<file path="src/rtl/nubus_pkg.sv">
// Shared types and constants for the NuBus master sequencer and its arbitration helper.
package nubus_pkg;

    localparam int ID_W = 4;

    localparam logic [ID_W-1:0] ARBN_RST   = '1;
    localparam logic [1:0]      TM_RST     = 2'b11;
    localparam logic [1:0]      STATUS_RST = 2'b11;

    typedef enum logic [2:0] {
        IDLE  = 3'd0,
        ARB   = 3'd1,
        ADDR  = 3'd2,
        DATA  = 3'd3,
        LHOLD = 3'd4,
        ATTN  = 3'd5
    } state_t;

    typedef struct packed {
        logic arbcy;
        logic adrcy;
        logic dtacy;
        logic owner;
        logic locked;
    } phase_t;

    // Phase flags for the state being entered; lk is the latched lock request.
    function automatic phase_t phase_flags(input state_t s, input logic lk);
        phase_t p;
        p = '0;
        case (s)
            ARB:     p = '{arbcy: 1'b1, adrcy: 1'b0, dtacy: 1'b0, owner: 1'b0, locked: lk};
            ADDR:    p = '{arbcy: 1'b1, adrcy: 1'b1, dtacy: 1'b0, owner: 1'b1, locked: lk};
            DATA:    p = '{arbcy: lk,   adrcy: 1'b0, dtacy: 1'b1, owner: 1'b1, locked: lk};
            LHOLD:   p = '{arbcy: 1'b1, adrcy: 1'b0, dtacy: 1'b0, owner: 1'b1, locked: 1'b1};
            ATTN:    p = '{arbcy: 1'b1, adrcy: 1'b0, dtacy: 1'b0, owner: 1'b1, locked: 1'b0};
            default: p = '0;
        endcase
        return p;
    endfunction

endpackage

</file>
<file path="src/rtl/nubus_arb_logic.sv">
// Combinational NuBus distributed arbitration: per-bit drive/withdraw and the win test.
module nubus_arb_logic
    import nubus_pkg::*;
(
    input  logic [ID_W-1:0] idn,
    input  logic [ID_W-1:0] arbn,
    output logic [ID_W-1:0] driven,
    output logic            win
);

    logic [ID_W-1:0] a;
    logic [ID_W-1:0] d;
    logic [ID_W-1:0] lost;

    assign a = ~arbn;
    assign d = ~idn;

    // A bit withdraws once any higher line is asserted where our ID has a zero.
    always_comb begin
        lost = '0;
        for (int i = 0; i < ID_W; i++) begin
            for (int j = i + 1; j < ID_W; j++) begin
                lost[i] = lost[i] | (a[j] & ~d[j]);
            end
        end
    end

    assign driven = ~(d & ~lost);
    assign win    = (arbn == idn);

endmodule

</file>
<file path="src/rtl/nubus_master.sv">
// Master-side NuBus sequencer: arbitrates for the bus and steps ARB/ADDR/DATA/LHOLD/ATTN
// phases, producing phase flags for nubus_driver and completion status for the local side.
module nubus_master
    import nubus_pkg::*;
#(
    parameter int ARB_SETTLE = 2,
    parameter int TIMEOUT    = 255
) (
    input  logic            nub_clk,
    input  logic            nub_reset,
    input  logic [ID_W-1:0] nub_idn_i,
    input  logic [ID_W-1:0] nub_arbn_i,
    input  logic            nub_rqstn_i,
    input  logic            nub_startn_i,
    input  logic            nub_ackn_i,
    input  logic            nub_tm1n_i,
    input  logic            nub_tm0n_i,
    // Local handshake: cpu_req_i is held until cpu_done_o pulses; cpu_busy_o covers accept..IDLE.
    input  logic            cpu_req_i,
    input  logic            cpu_lock_i,
    input  logic            cpu_tm1n_i,
    input  logic            cpu_tm0n_i,
    output logic            cpu_busy_o,
    output logic            cpu_done_o,
    output logic [1:0]      cpu_status_o,
    output logic            cpu_timeout_o,
    output logic            mst_arbcy,
    output logic            mst_adrcy,
    output logic            mst_dtacy,
    output logic            mst_owner,
    output logic            mst_locked,
    output logic            mst_tm1n,
    output logic            mst_tm0n,
    output logic [ID_W-1:0] nub_arbn_o,
    output logic            nub_arboe_o,
    output state_t          dbg_state
);

    localparam logic [7:0] SETTLE_LAST  = 8'(ARB_SETTLE - 1);
    localparam logic [7:0] TIMEOUT_LAST = 8'(TIMEOUT - 1);

    state_t          state, state_nx;
    logic            lk, lk_nx;
    logic            bus_busy;
    logic            lost_wait;
    logic [7:0]      settle_cnt;
    logic [7:0]      tmo_cnt;
    logic [ID_W-1:0] arb_driven;
    logic            arb_win;
    logic            ack, settled, judge_ok, to_hit;
    logic            accept, relatch, data_end;
    phase_t          flags_nx;

    nubus_arb_logic u_arb (
        .idn    (nub_idn_i),
        .arbn   (nub_arbn_i),
        .driven (arb_driven),
        .win    (arb_win)
    );

    assign ack      = ~nub_ackn_i;
    assign settled  = (settle_cnt >= SETTLE_LAST);
    assign judge_ok = settled && !lost_wait && arb_win && !bus_busy;
    assign to_hit   = (tmo_cnt == TIMEOUT_LAST);
    assign dbg_state = state;

    always_comb begin
        state_nx = state;
        lk_nx    = lk;
        case (state)
            IDLE: begin
                if (cpu_req_i && nub_rqstn_i) begin
                    state_nx = ARB;
                    lk_nx    = cpu_lock_i;
                end
            end
            ARB:   if (judge_ok) state_nx = ADDR;
            ADDR:  state_nx = DATA;
            DATA:  if (ack || to_hit) state_nx = lk ? LHOLD : IDLE;
            LHOLD: begin
                if (!cpu_lock_i)    state_nx = ATTN;
                else if (cpu_req_i) state_nx = ADDR;
            end
            ATTN: begin
                state_nx = IDLE;
                lk_nx    = 1'b0;
            end
            default: begin
                state_nx = IDLE;
                lk_nx    = 1'b0;
            end
        endcase
    end

    assign accept   = (state == IDLE)  && (state_nx == ARB);
    assign relatch  = (state == LHOLD) && (state_nx == ADDR);
    assign data_end = (state == DATA)  && (ack || to_hit);
    assign flags_nx = phase_flags(state_nx, lk_nx);

    always_ff @(posedge nub_clk or posedge nub_reset) begin
        if (nub_reset) begin
            state         <= IDLE;
            lk            <= 1'b0;
            bus_busy      <= 1'b0;
            lost_wait     <= 1'b0;
            settle_cnt    <= '0;
            tmo_cnt       <= '0;
            cpu_busy_o    <= 1'b0;
            cpu_done_o    <= 1'b0;
            cpu_status_o  <= STATUS_RST;
            cpu_timeout_o <= 1'b0;
            mst_arbcy     <= 1'b0;
            mst_adrcy     <= 1'b0;
            mst_dtacy     <= 1'b0;
            mst_owner     <= 1'b0;
            mst_locked    <= 1'b0;
            {mst_tm1n, mst_tm0n} <= TM_RST;
            nub_arbn_o    <= ARBN_RST;
            nub_arboe_o   <= 1'b0;
        end else begin
            state      <= state_nx;
            lk         <= lk_nx;
            cpu_busy_o <= (state_nx != IDLE);
            {mst_arbcy, mst_adrcy, mst_dtacy, mst_owner, mst_locked} <= flags_nx;

            if (state_nx == IDLE)        {mst_tm1n, mst_tm0n} <= TM_RST;
            else if (accept || relatch)  {mst_tm1n, mst_tm0n} <= {cpu_tm1n_i, cpu_tm0n_i};

            nub_arboe_o <= (state_nx == ARB);
            nub_arbn_o  <= (state_nx == ARB) ? arb_driven : ARBN_RST;

            if (ack)                bus_busy <= 1'b0;
            else if (!nub_startn_i) bus_busy <= 1'b1;

            // After a loss, stop judging until another master's ACK restarts the settle window.
            if (state != ARB || state_nx != ARB) begin
                settle_cnt <= '0;
                lost_wait  <= 1'b0;
            end else if (lost_wait) begin
                if (ack) begin
                    settle_cnt <= '0;
                    lost_wait  <= 1'b0;
                end
            end else if (!settled) begin
                settle_cnt <= settle_cnt + 8'd1;
            end else if (!arb_win) begin
                lost_wait <= 1'b1;
            end

            if (state == DATA) tmo_cnt <= tmo_cnt + 8'd1;
            else               tmo_cnt <= '0;

            cpu_done_o    <= data_end;
            cpu_timeout_o <= data_end && !ack;
            if (data_end) cpu_status_o <= ack ? {nub_tm1n_i, nub_tm0n_i} : 2'b11;
        end
    end

endmodule

</file>
<file path="config.mk">
export PLATFORM = sky130hd
export DESIGN_NAME = nubus_master
export DESIGN_NICKNAME = d
export VERILOG_FILES = /design/src/rtl/nubus_pkg.sv /design/src/rtl/nubus_arb_logic.sv /design/src/rtl/nubus_master.sv
export SDC_FILE = /design/constraint.sdc
export NUM_CORES = 1
export LEC_CHECK = 0
export BUFFER_PORTS_ARGS = -buffer_cell sky130_fd_sc_hd__buf_2
export CORE_ASPECT_RATIO = 1.75
export CORE_UTILIZATION = 58
export CTS_CLUSTER_DIAMETER = 120
export CTS_CLUSTER_SIZE = 28
export DETAILED_ROUTE_END_ITERATION = 8
export PLACE_DENSITY = 0.84
export REMOVE_ABC_BUFFERS = 1
export SKIP_CTS_REPAIR_TIMING = 1
export SYNTH_ARGS = -nofsm -noshare
export SYNTH_HDL_FRONTEND = slang
export SYNTH_HIERARCHICAL = 1
export SYNTH_SLANG_ARGS = --single-unit
</file>
<file path="constraint.sdc">
create_clock -name nub_clk -period 4.3 [get_ports nub_clk]
set_input_delay 0.43 -clock nub_clk [delete_from_list [all_inputs] [get_ports nub_clk]]
set_output_delay 0.43 -clock nub_clk [all_outputs]
set_load 0.01 [all_outputs]
</file>
==> metrics.txt, run 1 <==
status=finished, final reports clean; highest clock rate=0.485 GHz; busiest grt layer=met2; Initial Utilization=62.4%; terminus of the critical flop-to-flop path=dbg_state[0]; first-pass GRT wire length=6.18 mm; R2R Path Start=settle_cnt[0]; DR vias=1360; met1 usage=25.4%; delay-heaviest family, CP=simple AND/OR/NAND/NOR gates; type of origin of the critical path=flip-flop; final instance area=2220 um^2; ys async rst share=100%; IO Port Bufs=38; Yosys warnings=6; setup total negative slack=0 ns; Min Clock Period, post-route=2.06 ns; Reg2Reg Depth=6; buffers from clock root to sink, at most=2; Die X=44.7 um; Final #Nets=243; Wirelength per Cell=14.5 um; TritonCTS clock tree=built; Least-Margin Pin Slew=0.618 ns; Max Slew Vio Count=0; Hold Path Class=primary input to async pin; CTS Buf Count=5; met2 Use GR=43.1%; grt total ovfl=0; Stages on worst setup path=6; Remaining DRCs=0; synthesized area=1850 um^2; Cells after Synth=172; Worst-path clk slew=0.07 ns; worst slack at placement=2.08 ns; post-synth top area share=42.0%; most frequent cell after synthesis=dfrtp_1; die span in y=76.7 um; Core Region=2960 um^2; final worst-path setup slack=2.24 ns; Post-synth EDFFs=0; CP cell instances=inv_1, ha_1, nor4b_2, a2111oi_1, nor3_2, or3_1; share of cells above drive strength 1=32.3%; Final Skew=0.00686 ns; post-placement cell area=2090 um^2; root buffer cell=clkbuf_8; worst vdd ir=0.496 mV; largest net degree at the start of global routing=40; number of global-route vias before repair=1456; Mean Syn Cell Area=10.7 um^2; Rel. slew slack=58.4%; first-pass iteration count of the detailed router=4; RSZ-0062 raised after global routing=no; Worst EP arrival=2.23 ns; initial antenna violation count=0; Vias per Instance=5.25; max-cap viol count=0; Hold WS=0.233 ns; Synth top cells by count=dfrtp_1, nor2_1, inv_1; P per Cell Area=562 nW/um^2; Crit path buffers/inverters=1; P&R area growth vs syn=20.1%; cell taking the most area after synthesis=dfrtp_1; sequential area share after synthesis=53.4%; total clock sinks=39; slowest CP cell=a2111oi_1; reg-to-reg slack, setup=2.24 ns; #FFs+latches synth=39; H-tree depth=2; part of the cycle the worst path needs=48.0%; Antenna Violating Nets Remaining=0; crit path to=dbg_state[0]; hpwl dp=2.84 mm; Crit Path Category=flip-flop to flip-flop; final hold violations=0; Final Routed Wirelength=3.76 mm; Netlist cell types=46; ANT cells=0; initial DRC count=39; top_reg_cell synth=dfrtp_1; crit path capture type=flip-flop; Rows=26; GRT Total Usage=24.9%; io pins=39; Finish-stage setup viols=0; routability congestion estimate=0.907; top cells by area, synth=dfrtp_1, dfstp_2, ha_1; Power Total=0.00125 W; LEAKAGE=1.14 nW; Global Route met3 Usage=5.41%; Setup crit start=settle_cnt[0]; CP max stage delay=0.51 ns; Worst-Skew Late Latency=0.29 ns; Die ar.=3420 um^2; Worst Path Required=4.47 ns; crit path max fanout=5
-- how the worst min path moves through the flow --
stage | from | endpoint | slack, ns | cells after the start
3_3_place_gp | mst_tm1n | mst_tm1n | 0.46 | 2
6_report | nub_reset | nub_arboe_o | 0.23 | 3
2_1_floorplan | mst_tm0n | mst_tm0n | 0.47 | 2
3_5_place_dp | mst_tm0n | mst_tm0n | 0.47 | 2
4_1_cts | nub_reset | mst_adrcy | 0.24 | 3
5_1_grt | nub_reset | mst_dtacy | 0.27 | 3
-- state kept, by name, summed over array words and instances, names as in the netlist, 2 cells and up --
name,count
nub_arbn_o,4
settle_cnt,8
dbg_state,3
cpu_status_o,2
tmo_cnt,8
-- worst reg2reg max path: cells and delay by family, from the launching register on --
family | cells | cell delay [ns]
and+or+nand+nor | 3 | 0.69
DFF | 1 | 0.45
adders and majority gates | 1 | 0.20
AOI/OAI and AO/OA | 1 | 0.51
buffers and inverters | 1 | 0.08
-- power by group --
part           total, W  internal, W  switching (W)
logic          0.000379     0.000164       0.000215
registers      0.000513     0.000459      0.0000543
clock network  0.000356     0.000232       0.000124
-- logic make-up after synthesis --
kind of cell	share of synthesized area, %
multiplexers	2.71
buffers and inverters	4.47
adder cells (fa/ha/maj)	5.42
AND/OR/NAND/NOR	21.3
AO/OA/AOI/OAI	9.48
XOR/XNOR	3.32
flip-flops	53.4
-- cells in the final DEF (no fill, tap or decap), types with 5 or more instances in the layout --
cell type,count
and2_1,8
buf_2,38
clkbuf_8,5
dfrtp_1,31
dfstp_2,8
ha_1,8
inv_1,17
mux2i_1,5
nand2_1,9
nand3_1,7
nor2_1,20
xor2_1,6
-- cell type report --
cell class | count | area [um^2]
clock inverters | 2 | 60.1
repair buffers | 39 | 198
flip-flops and latches | 39 | 986
multi-input cells | 112 | 779
inverters | 19 | 71.3
clock buffers | 6 | 72.6
well taps | 42 | 52.6
fillers | 205 | 741
-- metrics by stage --
step	cells	utilization (%)
floorplan	170	-
CTS	259	75.0
global placement	251	70.5
global route	259	75.0
finish	259	75.0
detailed placement	251	70.5
-- layer usage --
layer | wire (um) | part of all wire (%) | vias to the layer above
met4 | 143 | 3.8 | 0
met5 | 0 | 0 | -
met3 | 126 | 3.4 | 12
met2 | 2080 | 55 | 37
li1 | - | - | 660
met1 | 1410 | 37 | 651
Power figures use the tool's default switching activity.
==> run 2: changes to the inputs <==
--- a/config.mk
+++ b/config.mk
@@ -7,11 +7,11 @@
 export LEC_CHECK = 0
 export BUFFER_PORTS_ARGS = -buffer_cell sky130_fd_sc_hd__buf_2
 export CORE_ASPECT_RATIO = 1.75
-export CORE_UTILIZATION = 58
+export CORE_UTILIZATION = 53
 export CTS_CLUSTER_DIAMETER = 120
 export CTS_CLUSTER_SIZE = 28
 export DETAILED_ROUTE_END_ITERATION = 8
-export PLACE_DENSITY = 0.84
+export PLACE_DENSITY = 0.78
 export REMOVE_ABC_BUFFERS = 1
 export SKIP_CTS_REPAIR_TIMING = 1
 export SYNTH_ARGS = -nofsm -noshare
==> constraint.sdc (replaced) <==
create_clock -name nub_clk -period 2.15 [get_ports nub_clk]
set_input_delay 0.215 -clock nub_clk [delete_from_list [all_inputs] [get_ports nub_clk]]
set_output_delay 0.215 -clock nub_clk [all_outputs]
set_load 0.01 [all_outputs]
==> metrics.txt, run 2 (synthesis results as in run 1) <==
Crit path buffers/inverters=1; final worst-path setup slack=0.139 ns; routability congestion estimate=0.824; Logic pwr share=31.4%; CTS Buf Count=5; most frequent cells in the layout=buf_2, dfrtp_1, nor2_1; slowest CP cell=a2111oi_1; Antenna Violating Nets Remaining=0; Crit Path Category=flip-flop to flip-flop; Setup crit start=settle_cnt[0]; number of global-route vias before repair=1426; die span in y=80.1 um; TritonCTS clock tree=built; buffers from clock root to sink, at most=2; max-cap viol count=0; GRT Total Usage=21.2%; Fill cells=283; status=finished, final reports clean; Worst-path clk slew=0.07 ns; first-pass GRT wire length=5.60 mm; CP cell instances=inv_1, ha_1, nor4b_2, a2111oi_1, nor3_2, or3_1; RSZ-0062 raised after global routing=no; Vias per Instance=5.23; Switching Power=0.000761 W; Max Slew Vio Count=0; grt total ovfl=0; type of origin of the critical path=flip-flop; total clock sinks=39; worst slack at placement=0.154 ns; H-tree depth=2; Finish-stage setup viols=0; IO Port Bufs=38; io pins=39; highest clock rate=0.497 GHz; root buffer cell=clkbuf_8; P_int=0.00162 W; Regs by FF count=settle_cnt (8), tmo_cnt (8), nub_arbn_o (4); crit path max fanout=5; crit path capture type=flip-flop; Hold Path Class=primary input to async pin; P per Cell Area=1080 nW/um^2; hpwl dp=2.76 mm; Rel. slew slack=64.7%; Die ar.=3740 um^2; delay-heaviest family, CP=simple AND/OR/NAND/NOR gates; P&R area growth vs syn=19.5%; initial DRC count=17; Final Skew=0.00753 ns; Sw Ratio=31.9%; Worst-Skew Late Latency=0.29 ns; DR vias=1371; initial antenna violation count=0; Core Region=3360 um^2; commonest non-fill, non-tap cell in the layout=buf_2; Least-Margin Pin Slew=0.528 ns; CP max stage delay=0.50 ns; largest net degree at the start of global routing=40; Final Routed Wirelength=3.50 mm; Worst Path Required=2.31 ns; Min Clock Period, post-route=2.01 ns; Final #Nets=243; LEAKAGE=1.14 nW; ANT cells=0; R2R Path Start=settle_cnt[0]; first-pass iteration count of the detailed router=4; worst vdd ir=0.984 mV; part of the cycle the worst path needs=93.5%; clock share of power=25.7%; final hold violations=0; setup total negative slack=0 ns; Worst EP arrival=2.17 ns; Reg power frac=42.9%; Die X=46.6 um; Initial Utilization=54.9%; Remaining DRCs=0; share of cells above drive strength 1=32.7%; Rows=28; Wirelength per Cell=13.3 um
-- run 2: cell types whose count changed in the layout (fill, tap and decap cells not counted) --
cell       previous run  this run
clkbuf_1              1         0
bufinv_16             2         1
clkinv_2              0         1
clkbuf_8              5         6
-- run 2: tightest hold or removal path: stages --
cell	delay (ns)
buf_2	0.09
inv_1	0.04
buf_4	0.40
-- run 2: power groups by stage --
stage	combinational, W	sequential (W)	clock (W)
2_1_floorplan	0.000462	0.00107	0
3_3_place_gp	0.000724	0.00102	0
3_5_place_dp	0.000760	0.00104	0
4_1_cts	0.000762	0.00102	0.000627
5_1_grt	0.000840	0.00104	0.000657
6_report	0.000749	0.00102	0.000612
-- run 2: final cells by class --
class	count	area, um^2	area share, %
Clock buffer	6	82.6	3.74
Inverter	19	71.3	3.23
Sequential cell	39	986	44.6
Timing Repair Buffer	39	198	8.95
Multi-Input combinational cell	112	779	35.3
Tap cell	45	56.3	2.55
Clock inverter	2	35.0	1.59
-- run 2: path summary, 6_finish.rpt --
kind	end	slack (ns)	cells past startpoint
max	dbg_state[0]	0.14	6
min	lost_wait	0.03	3
max reg2reg	dbg_state[0]	0.14	6
min reg2reg	mst_tm0n	0.48	2
max in group asynchronous	cpu_status_o[0]	1.77	3
min in group nub_clk	bus_busy	0.10	2
-- run 2: routing by layer --
| layer | vias up | wire [um] | share of wire (%) | GRT usage, % |
|---|---|---|---|---|
| li1 | 662 | - | - | - |
| met1 | 661 | 1270 | 36 | 19.3 |
| met2 | 41 | 2030 | 58 | 39.0 |
| met3 | 7 | 124 | 3.5 | 4.27 |
| met4 | 0 | 78 | 2.2 | 13.1 |
| met5 | - | 0 | 0 | 0 |
-- run 2: per-stage QoR --
step	area (um^2)	hold slack, ns	util (%)	power (W)	cells
2_1_floorplan	1840	0.302	-	0.00154	170
4_1_cts	2210	0.0412	65.7	0.00241	262
3_5_place_dp	2090	0.346	62.2	0.00180	254
3_3_place_gp	2090	0.343	62.2	0.00175	254
5_1_grt	2210	0.0774	65.7	0.00254	262
6_report	2210	0.0292	65.7	0.00238	262
==> run 3: changes to the inputs <==
==> constraint.sdc (replaced) <==
create_clock -name nub_clk -period 2.15 [get_ports nub_clk]
set_input_delay 0.43 -clock nub_clk [delete_from_list [all_inputs] [get_ports nub_clk]]
set_output_delay 0.43 -clock nub_clk [all_outputs]
set_load 0.01 [all_outputs]
==> metrics.txt, run 3 (synthesis results as in run 1) <==
part of the cycle the worst path needs=93.0%; Remaining DRCs=0; Min Clock Period, post-route=2.00 ns; Wirelength per Cell=13.6 um; share of cells above drive strength 1=34.1%; final hold violations=0; Fill cells=287; Initial Utilization=54.9%; IO Port Bufs=38; ANT cells=0; delay-heaviest family, CP=simple AND/OR/NAND/NOR gates; Antenna Violating Nets Remaining=0; max-cap viol count=0; routability congestion estimate=0.837; first-pass iteration count of the detailed router=4; Hold Path Class=primary input to async pin; commonest non-fill, non-tap cell in the layout=buf_2; largest net degree at the start of global routing=40; worst slack at placement=0.00334 ns; Vias per Instance=5.21; crit path capture type=flip-flop; Worst Path Required=2.37 ns; GRT Total Usage=22.4%; Least-Margin Pin Slew=0.493 ns; Worst-Skew Late Latency=0.30 ns; Core Region=3360 um^2; number of global-route vias before repair=1380; Worst EP arrival=2.22 ns; DR vias=1381; CTS Buf Count=5; Final Routed Wirelength=3.62 mm; Finish-stage setup viols=0; TritonCTS clock tree=built; highest clock rate=0.500 GHz; Rel. slew slack=66.8%; multi-input logic area=800 um^2; worst vdd ir=0.748 mV; H-tree depth=2; status=finished, final reports clean; Regs by FF count=settle_cnt (8), tmo_cnt (8), nub_arbn_o (4); Register Area=987 um^2; Hold WS=0.235 ns; Rows=28; die span in y=80.1 um; setup total negative slack=0 ns; P&R area growth vs syn=22.7%; Die X=46.6 um; grt total ovfl=0; Crit Path Category=flip-flop to flip-flop; P per Cell Area=1130 nW/um^2; Die ar.=3740 um^2; hpwl dp=2.79 mm; CP cell instances=ha_1, nor4b_4, a2111oi_2, buf_4, nor3_4, o211ai_2, or2_1; total clock sinks=39; CP max stage delay=0.45 ns; Setup crit start=settle_cnt[0]; Max Slew Vio Count=0; slowest CP cell=dfrtp_2; Final #Nets=246; Worst-path clk slew=0.08 ns; io pins=39; LEAKAGE=1.17 nW; RSZ-0062 raised after global routing=no; final worst-path setup slack=0.149 ns; final instance area=2270 um^2; buffers from clock root to sink, at most=2; R2R Path Start=settle_cnt[0]; fin util=67.4%; first-pass GRT wire length=5.92 mm; type of origin of the critical path=flip-flop; post-placement cell area=2100 um^2; crit path max fanout=5; Crit path buffers/inverters=1; root buffer cell=clkbuf_8; initial DRC count=54; most frequent cells in the layout=buf_2, dfrtp_1, nor2_1; Final Skew=0.0130 ns; initial antenna violation count=0
==> run 3: worst reg2reg max path, cell delays in order (launching register included) <==
cell and delay, ns:
dfrtp_2 0.45, ha_1 0.25, nor4b_4 0.36, a2111oi_2 0.12
buf_4 0.17, nor3_4 0.19, o211ai_2 0.14, or2_1 0.25
==> run 3: cell type report <==
| cell class | count | share of cell area [%] |
|---|---|---|
| clock buffer | 6 | 3.20 |
| tap | 45 | 2.48 |
| inverter | 19 | 3.15 |
| timing repair buffer | 42 | 9.71 |
| multi-input combinational | 112 | 35.3 |
| clock inverter | 2 | 2.65 |
| sequential | 39 | 43.5 |
==> run 3: power by group <==
| part | switching (W) | leakage [nW] | internal [W] |
|---|---|---|---|
| registers | 0.000103 | 0.495 | 0.000920 |
| clock network | 0.000246 | 0.0654 | 0.000464 |
| logic | 0.000447 | 0.605 | 0.000373 |
| total | 0.000797 | 1.17 | 0.00176 |
==> run 3: path summary, 6_finish.rpt <==
| kind | end | slack, ns | cells past startpoint |
|---|---|---|---|
| setup / recovery | nub_arbn_o[3] | 0.15 | 7 |
| hold / removal | mst_adrcy | 0.23 | 3 |
| setup reg to reg | nub_arbn_o[3] | 0.15 | 7 |
| hold reg to reg | mst_tm1n | 0.47 | 2 |
| max in group asynchronous | cpu_status_o[0] | 1.55 | 3 |
| min in group nub_clk | bus_busy | 0.31 | 2 |
==> run 3: per-layer routing <==
| layer | up-vias | wire length [um] | track usage (%) |
|---|---|---|---|
| li1 | 669 | - | - |
| met1 | 657 | 1370 | 25.7 |
| met2 | 45 | 2000 | 38.1 |
| met3 | 10 | 163 | 4.72 |
| met4 | 0 | 87 | 10.0 |
| met5 | - | 0 | 0 |
==> run 3: through the flow <==
stage | total power [W] | cells
floorplan | 0.00154 | 170
global placement | 0.00175 | 255
detailed placement | 0.00180 | 255
CTS | 0.00251 | 263
global route | 0.00273 | 265
finish | 0.00255 | 265
